[config.mk]
export PLATFORM = sky130hd
export DESIGN_NAME = enigma_in_stage
export DESIGN_NICKNAME = d
export VERILOG_FILES = /design/src/rtl/enigma_pkg.sv /design/src/rtl/enigma_tbl_counter.sv /design/src/rtl/enigma_in_stage.sv
export SDC_FILE = /design/constraint.sdc
export NUM_CORES = 1
export LEC_CHECK = 0
export CAP_MARGIN = 20
export CORE_ASPECT_RATIO = 0.75
export CORE_UTILIZATION = 46
export DETAILED_ROUTE_END_ITERATION = 8
export PLACE_DENSITY = 0.68
export SYNTH_ARGS = -nofsm -noshare
export SYNTH_HDL_FRONTEND = slang
export SYNTH_SLANG_ARGS = --single-unit
export TNS_END_PERCENT = 50
[constraint.sdc]
create_clock -name clk -period 3.5 [get_ports clk]
set_clock_uncertainty 0.2 [all_clocks]
set_input_delay 0.875 -clock clk [delete_from_list [all_inputs] [get_ports clk]]
set_output_delay 0.875 -clock clk [all_outputs]
set_load 0.05 [all_outputs]
[src/rtl/enigma_pkg.sv]
// Shared constants and types for the Enigma input stage: table indices,
// table geometry and the load/run phase encoding.
package enigma_pkg;

  localparam int DEPTH      = 64;
  localparam int CODE_W     = 6;
  localparam int NUM_TABLES = 3;

  localparam logic [1:0] TBL_A   = 2'd0;
  localparam logic [1:0] TBL_B   = 2'd1;
  localparam logic [1:0] TBL_C   = 2'd2;
  localparam logic [1:0] TBL_BAD = 2'd3;

  typedef enum logic {
    LOAD = 1'b0,
    RUN  = 1'b1
  } state_t;

endpackage

[src/rtl/enigma_tbl_counter.sv]
// Per-table load-word counter. Saturates at DEPTH and raises a registered
// full flag on the same edge that the DEPTH-th word is counted.
module enigma_tbl_counter
  import enigma_pkg::*;
(
  input  logic              clk,
  input  logic              rst,
  input  logic              clr,
  input  logic              inc,
  output logic [CODE_W:0]   cnt,
  output logic              full
);

  logic [CODE_W:0] cnt_reg;
  logic            full_reg;

  always_ff @(posedge clk) begin
    if (rst || clr) begin
      cnt_reg  <= '0;
      full_reg <= 1'b0;
    end else if (inc && !full_reg) begin
      cnt_reg <= cnt_reg + 1'b1;
      if (cnt_reg == (CODE_W+1)'(DEPTH - 1))
        full_reg <= 1'b1;
    end
  end

  assign cnt  = cnt_reg;
  assign full = full_reg;

endmodule

[src/rtl/enigma_in_stage.sv]
// Input conditioning and load sequencer ahead of the rotor tables: buffers
// host words, counts table loads, and steps the rotor counter in the run phase.
module enigma_in_stage
  import enigma_pkg::*;
(
  input  logic              clk,
  input  logic              rst,
  input  logic              in_valid,
  input  logic              load,
  input  logic [1:0]        table_idx,
  input  logic [CODE_W-1:0] code_in,
  input  logic              clr,
  output logic [1:0]        table_idx_buf,
  output logic              load_buf,
  output logic [CODE_W-1:0] code_in_buf,
  output logic              crypt_valid_buf,
  output logic [2:0]        tables_loaded,
  output logic              ready,
  output logic [CODE_W-1:0] step_cnt,
  output logic              step_wrap,
  output logic              err
);

  state_t state_reg, state_next;

  logic [CODE_W:0]         tbl_cnt [NUM_TABLES];
  logic [NUM_TABLES-1:0]   tbl_full;
  logic [NUM_TABLES-1:0]   tbl_inc;
  logic [NUM_TABLES-1:0]   will_full;
  logic [3:0]              slot_full;

  logic load_acc, crypt_acc, rejected;

  logic [1:0]        table_idx_buf_reg;
  logic [CODE_W-1:0] code_in_buf_reg;
  logic              load_buf_reg;
  logic              crypt_valid_buf_reg;
  logic              ready_reg;
  logic [CODE_W-1:0] step_cnt_reg;
  logic              step_wrap_reg;
  logic              err_reg;

  // The illegal index maps onto a permanently "full" slot so it is rejected
  // by the same check as a load into a filled table.
  assign slot_full = {1'b1, tbl_full};

  always_comb begin
    load_acc  = in_valid & ~clr & load & ~slot_full[table_idx];
    crypt_acc = in_valid & ~clr & ~load & (state_reg == RUN);
    rejected  = in_valid & ~clr & ~load_acc & ~crypt_acc;
  end

  generate
    for (genvar gi = 0; gi < NUM_TABLES; gi++) begin : g_tbl
      assign tbl_inc[gi]   = load_acc && (table_idx == 2'(gi));
      assign will_full[gi] = tbl_full[gi] |
                             (tbl_inc[gi] && (tbl_cnt[gi] == (CODE_W+1)'(DEPTH - 1)));

      enigma_tbl_counter u_cnt (
        .clk  (clk),
        .rst  (rst),
        .clr  (clr),
        .inc  (tbl_inc[gi]),
        .cnt  (tbl_cnt[gi]),
        .full (tbl_full[gi])
      );
    end
  endgenerate

  always_comb begin
    state_next = state_reg;
    if (clr)
      state_next = LOAD;
    else if (state_reg == LOAD && (&will_full))
      state_next = RUN;
  end

  always_ff @(posedge clk) begin
    if (rst) begin
      state_reg           <= LOAD;
      table_idx_buf_reg   <= '0;
      code_in_buf_reg     <= '0;
      load_buf_reg        <= 1'b0;
      crypt_valid_buf_reg <= 1'b0;
      ready_reg           <= 1'b0;
      step_cnt_reg        <= '0;
      step_wrap_reg       <= 1'b0;
      err_reg             <= 1'b0;
    end else begin
      state_reg           <= state_next;
      ready_reg           <= (state_next == RUN);
      load_buf_reg        <= load_acc;
      crypt_valid_buf_reg <= crypt_acc;
      step_wrap_reg       <= crypt_acc && (step_cnt_reg == CODE_W'(DEPTH - 1));

      if (load_acc) begin
        table_idx_buf_reg <= table_idx;
        code_in_buf_reg   <= code_in;
      end else if (crypt_acc) begin
        code_in_buf_reg   <= code_in;
      end

      if (clr)
        step_cnt_reg <= '0;
      else if (crypt_acc)
        step_cnt_reg <= step_cnt_reg + 1'b1;

      if (clr)
        err_reg <= 1'b0;
      else if (rejected)
        err_reg <= 1'b1;
    end
  end

  assign table_idx_buf   = table_idx_buf_reg;
  assign code_in_buf     = code_in_buf_reg;
  assign load_buf        = load_buf_reg;
  assign crypt_valid_buf = crypt_valid_buf_reg;
  assign tables_loaded   = tbl_full;
  assign ready           = ready_reg;
  assign step_cnt        = step_cnt_reg;
  assign step_wrap       = step_wrap_reg;
  assign err             = err_reg;

endmodule

==> summary.txt, run 1 <==
Setup path
  – CP startpoint kind: flip-flop
  – Crit path depth: 1
  – Data arrival time of the critical path: between 1.5 and 2 ns
  – Slowest stage delay, CP: 0.84 ns
  – Crit end category: output port
  – R2r startpoint: g_tbl[2].u_cnt.cnt[0]
  – CP Cell Sequence: clkdlybuf4s50_1
  – Buffer and inverter count on the worst path: 1
  – CP endpoint: tables_loaded[0]
  – Register-to-Register Path Depth: 5
  – Flop2flop setup slack: 1.65 ns
  – CP max stage cell: clkdlybuf4s50_1
  – Crit Path Category: reg -> out
  – Required time of the critical path: 2.42 ns
  – Crit path max-delay family: buffers and inverters
  – CP Launch Point: g_tbl[0].u_cnt.full
  – Worst r2r dst: ready
  – Crit Path Max Fanout: 6

Outcome
  – Outcome: finished, final reports clean

Timing
  – Final period utilization: 0.763
  – Final setup viols: 0
  – Min Tclk post-route: 2.67 ns
  – Final Max Slew Viols: 0
  – Worst-margin pin slew: 0.539 ns
  – Achievable Freq: about 370 MHz
  – Fin. Hold Viols: 0
  – Relative slew slack: 0.641
  – Fin Hold WS: 0.265 ns
  – Setup TNS: 0 ns
  – RSZ-0062 raised after global routing: false

Global route
  – GRT Util Overall: 0.210
  – Vias in the first global route: 1523
  – Initial antenna violation count: 0
  – Pin count of the biggest net entering global routing: 31
  – First-pass GRT wire length: 7190 µm
  – Gr ovfl total: 0

Synth
  – Cell taking the most area after synthesis: dfxtp_1
  – Mapped Cells: 209
  – Post-synthesis sequential area ratio: 0.451
  – Distinct cells, synth: 40
  – Synth Register Bits: between 40 and 50
  – Synthesized area: 0.00191 mm²
  – Synth top area share: 0.451
  – Synth area leaders: dfxtp_1 45%, nor2_1 5.9%, xor2_1 5.5%
  – Post-synth EDFFs: 0
  – Post-synth net total: 226
  – Mean area per synthesized cell: 9.12 µm²
  – Prevailing post-synth register cell: dfxtp_1
  – Synth async-reset ratio: 0
  – Warning count from the yosys run: 0

Routing
  – Via count: between 1500 and 2000
  – Wirelength, routed: 4170 µm
  – WL per Instance: around 14 µm
  – DRT antenna net count: 0
  – TritonRoute pass-1 iters: 4
  – Post-DR vias/cell: 5.38
  – Iteration-0 DRC count of the detailed router: 46
  – DRC Markers: 0

Floorplanning
  – Die Height: 57.8 µm
  – Die X: 76.3 µm
  – Io pins: 35
  – # rows: 19
  – Initial Util: 0.501
  – Core area: approximately 0.0038 mm²
  – Die ar.: 0.00441 mm²

Clock tree
  – CTS-repair resized insts: 0
  – Htree depth: 2
  – # Post-CTS Setup Buffers: 0
  – Clk_lat worst skew: ~0.30 ns
  – Post-CTS Hold Fix Bufs: 0
  – CTS tree: yes
  – Clk buf depth: 2
  – Cts bufs inserted: 5
  – CTS Root Cell: clkbuf_8
  – CTS clk-pin slew, worst paths: approximately 0.080 ns
  – CTS sink cnt: 43

Place
  – Final HPWL DP: between 2000 and 3000 µm
  – Placed Area: 0.00226 mm²
  – GPL Wtd Cong: 0.814
  – I/O Buffers: 34

Layout
  – Ant diodes: 0
  – FILL cells: 316
  – Largest register FFs: 21
  – Area delta synth->final: 24.7%
  – Final Core Density: 0.625
  – Layout cells sized above 1: 0.0747
  – Commonest non-fill, non-tap cells in the layout: 43 x dfxtp_1, 34 x clkdlybuf4s50_1, 30 x nor2_1
  – Final cell area excluding filler cells: 0.00238 mm²
  – Commonest non-fill, non-tap cell in the layout: dfxtp_1
  – Nets: 257

Run
  – # Max-Cap Violations: 0

Power and ir drop
  – Reg power frac: 0.515
  – Switching part of the total power: 0.219
  – Comb pwr share: 0.068
  – Worst vdd ir: 0.319 mV
  – Clk pwr share: 0.417
  – Pwr Total: about 960 µW
  – Pwr/cell area: ~400 mW/mm²
  – Leak: ~0.00085 µW
  – Psw: 210 µW
  – Internal: 749 µW

Worst hold path
  – Hold Crit Class: reg -> reg
## kinds of logic (layout without fill, tap and decap cells)
| kind of cell | count (synthesis) | in the layout | synth area share |
|---|---|---|---|
| AOI/OAI and AO/OA | 31 | 31 | 0.101 |
| xor gates and xnor gates | 20 | 20 | 0.0919 |
| adders and majority gates | 4 | 4 | 0.0262 |
| buffers and inverters | 16 | 48 | 0.0413 |
| DFF | 43 | 43 | 0.451 |
| muxes | 3 | 3 | 0.0157 |
| and+or+nand+nor | 92 | 92 | 0.272 |
## worst reg2reg max path: cells and delay by family, from the launching register on
| family | cells | cell delay (ns) |
|---|---|---|
| DFF | 1 | 0.39 |
| adders and majority gates | 1 | 0.27 |
| and+or+nand+nor | 2 | 0.53 |
| AOI/OAI and AO/OA | 2 | 0.42 |
## worst min-delay path by stage
stage | start | to | cells after the start
floorplan | g_tbl[1].u_cnt.cnt[1] | g_tbl[1].u_cnt.cnt[1] | 2
global placement | table_idx_buf[1] | table_idx_buf[1] | 2
detailed placement | table_idx_buf[1] | table_idx_buf[1] | 2
CTS | code_in_buf[5] | code_in_buf[5] | 2
global route | table_idx_buf[1] | table_idx_buf[1] | 2
finish | table_idx_buf[1] | table_idx_buf[1] | 2
## through the flow
step / std cells / worst slack [ns]
floorplan: 209 / 1.33
global placement: 285 / 0.686
detailed placement: 285 / 0.592
CTS: 293 / 0.838
global route: 293 / 0.783
finish: 293 / 0.831
## power groups by stage
stage                     Combinational, µW  Sequential (µW)  Clock [µW]
final                                  65.2              494         399
after global routing                   69.9              494         432
after CTS                              65.3              494         406
after detailed placement               64.6              505           0
after global placement                 63.3              505           0
after floorplan                        26.7              516           0
## synth_stat cells (all sizes together), types with 5 or more instances
library cell  count
nor2             30
nand3            12
buf               7
inv               5
nand4            11
xor2             12
xnor2             8
o21ai            10
a21oi            15
nand2            14
dfxtp            43
## layout make-up
cell class	count	area [µm²]	area share
Clock buffer	6	82.6	0.0347
Clock inverter	2	35.0	0.0147
Inverter	5	18.8	0.00789
Multi-Input combinational cell	150	967	0.407
Sequential cell	43	861	0.362
Tap cell	52	65.1	0.0274
Timing Repair Buffer	35	348	0.146
## layer usage
layer  GRT usage  wire [µm]  vias up
met3      0.0709        191        2
met1       0.264       1940      752
met5           0          0        -
met4      0.0632         11        0
li1            -          -      787
met2       0.346       2030       35
Note: power is estimated with default switching activity, not from simulation.
==> run 2, diff against run 1 <==
==> constraint.sdc (replaced) <==
create_clock -name clk -period 2.7 [get_ports clk]
set_clock_uncertainty 0.2 [all_clocks]
set_input_delay 0.675 -clock clk [delete_from_list [all_inputs] [get_ports clk]]
set_output_delay 0.675 -clock clk [all_outputs]
set_load 0.05 [all_outputs]
==> run 2 against run 1 <==
Sequential power increased by 30%. Die area unchanged. Wire length about the same. Power increased by 18%. Count of clock-buffer cells in the layout unchanged. Non-clock buffer count increased by 6. Cell area increased by 0.63%. Sequential cell count unchanged. Largest power group unchanged. Worst hold slack improved by 0.011 ns. Setup slack got worse by 0.58 ns. Sequential share of layout area decreased by 0.23 points. Critical path type unchanged.
==> summary.txt, run 2 (same netlist as run 1, synthesis figures left out) <==
Floorplanning
  – Die ar.: 0.00441 mm²
  – # rows: 19
  – Core area: between 0.003 and 0.004 mm²
  – Io pins: 35
  – Initial Util: 0.501
  – Die X: 76.3 µm
  – Die Height: between 50 and 60 µm

Routing
  – DRT antenna net count: 0
  – Post-DR vias/cell: roughly 5.2
  – Wirelength, routed: about 4200 µm
  – WL per Instance: 14.0 µm
  – Iteration-0 DRC count of the detailed router: 46
  – TritonRoute pass-1 iters: 4
  – Via count: 1553
  – DRC Markers: 0

Timing
  – Final Max Slew Viols: 0
  – Relative slew slack: 0.657
  – Fin. Hold Viols: 0
  – Min Tclk post-route: 2.45 ns
  – RSZ-0062 raised after global routing: false
  – Final period utilization: 0.907
  – Worst-margin pin slew: between 0.5 and 0.6 ns
  – Achievable Freq: between 400 and 500 MHz
  – Setup TNS: 0 ns
  – Final setup viols: 0

Setup path
  – Crit Path Max Fanout: 6
  – Slowest stage delay, CP: roughly 0.84 ns
  – Crit path depth: 1
  – Register-to-Register Path Depth: 5
  – Buffer and inverter count on the worst path: 1
  – Flop2flop setup slack: 0.90 ns
  – Required time of the critical path: 1.82 ns
  – Crit path max-delay family: buffers and inverters
  – R2r startpoint: g_tbl[2].u_cnt.cnt[0]
  – CP Cell Sequence: clkdlybuf4s50_1
  – CP max stage cell: clkdlybuf4s50_1
  – Worst r2r dst: ready
  – Data arrival time of the critical path: 1.57 ns
  – CP startpoint kind: flip-flop
  – Crit end category: output port
  – Crit Path Category: reg -> out

Worst hold path
  – Hold Path Depth: 2
  – Min-delay src: code_in_buf[2]
  – Hold endpoint: code_in_buf[2]
  – Hold Crit Class: reg -> reg

Clock tree
  – Clk buf depth: 2
  – Clk_lat worst skew: 0.29 ns
  – CTS clk-pin slew, worst paths: 0.08 ns
  – CTS sink cnt: 43
  – CTS tree: yes
  – CTS-repair resized insts: 0
  – Cts bufs inserted: 5
  – # Post-CTS Setup Buffers: 0
  – CTS Root Cell: clkbuf_8
  – Post-CTS Hold Fix Bufs: 0
  – Htree depth: 2

Power and ir drop
  – Pwr Total: 1130 µW
  – Pwr/cell area: 474 mW/mm²
  – Worst vdd ir: 0.398 mV
  – Leak: approximately 0.00086 µW

Place
  – GPL Wtd Cong: 0.785
  – I/O Buffers: 34
  – Final HPWL DP: 3170 µm

Outcome
  – Outcome: finished, final reports clean

Run
  – # Max-Cap Violations: 0

Layout
  – FILL cells: 340
  – Largest register FFs: 21
  – Nets: between 200 and 300
  – Layout cells sized above 1: 0.0935
  – Area delta synth->final: 25.5%
  – Commonest non-fill, non-tap cells in the layout: 43 x dfxtp_1, 34 x clkdlybuf4s50_1, 30 x nor2_1
  – Ant diodes: 0
  – Commonest non-fill, non-tap cell in the layout: dfxtp_1

Global route
  – First-pass GRT wire length: between 7000 and 8000 µm
  – Vias in the first global route: ~1500
  – Initial antenna violation count: 0
  – GRT Util Overall: 0.207
  – Pin count of the biggest net entering global routing: 17
  – Gr ovfl total: 0
run 2: cell count changes in the layout (fill, tap and decap cells not counted):
cell and delta:
buf_4 +6, bufinv_16 -1
run 2: worst max path at each step:
stage	startpoint	end
finish	g_tbl[0].u_cnt.full	tables_loaded[0]
global route	g_tbl[0].u_cnt.full	tables_loaded[0]
CTS	g_tbl[0].u_cnt.full	tables_loaded[0]
detailed placement	table_idx[0]	err
global placement	table_idx[0]	err
floorplan	table_idx[1]	ready
run 2: cell type report:
cell class	instances	area, µm²	share of cell area
clock buffers	6	82.6	0.0345
clock inverters	1	5.00	0.00209
inverters	5	18.8	0.00785
multi-input cells	150	967	0.404
flip-flops and latches	43	861	0.360
well taps	52	65.1	0.0272
repair buffers	41	393	0.164
run 2: layer usage:
layer | global-route usage | vias up | wire length [µm]
li1 | - | 812 | -
met4 | 0.107 | 0 | 95
met5 | 0 | - | 0
met2 | 0.323 | 23 | 1920
met1 | 0.271 | 709 | 2040
met3 | 0.0488 | 9 | 124
run 2: where the power goes:
group          switching, µW  internal, µW
registers               2.39           638
logic                   51.9          38.7
clock network            202           201
run 2: metrics by stage:
step	worst slack (ns)	utilization	cell area, µm²	hold WS, ns	instances
after global routing	0.212	0.629	2390	0.297	298
after detailed placement	0.0780	0.606	2300	0.266	291
final	0.250	0.629	2390	0.276	298
after CTS	0.244	0.629	2390	0.277	298
after global placement	0.167	0.606	2300	0.252	291
after floorplan	0.732	-	1910	0.254	209
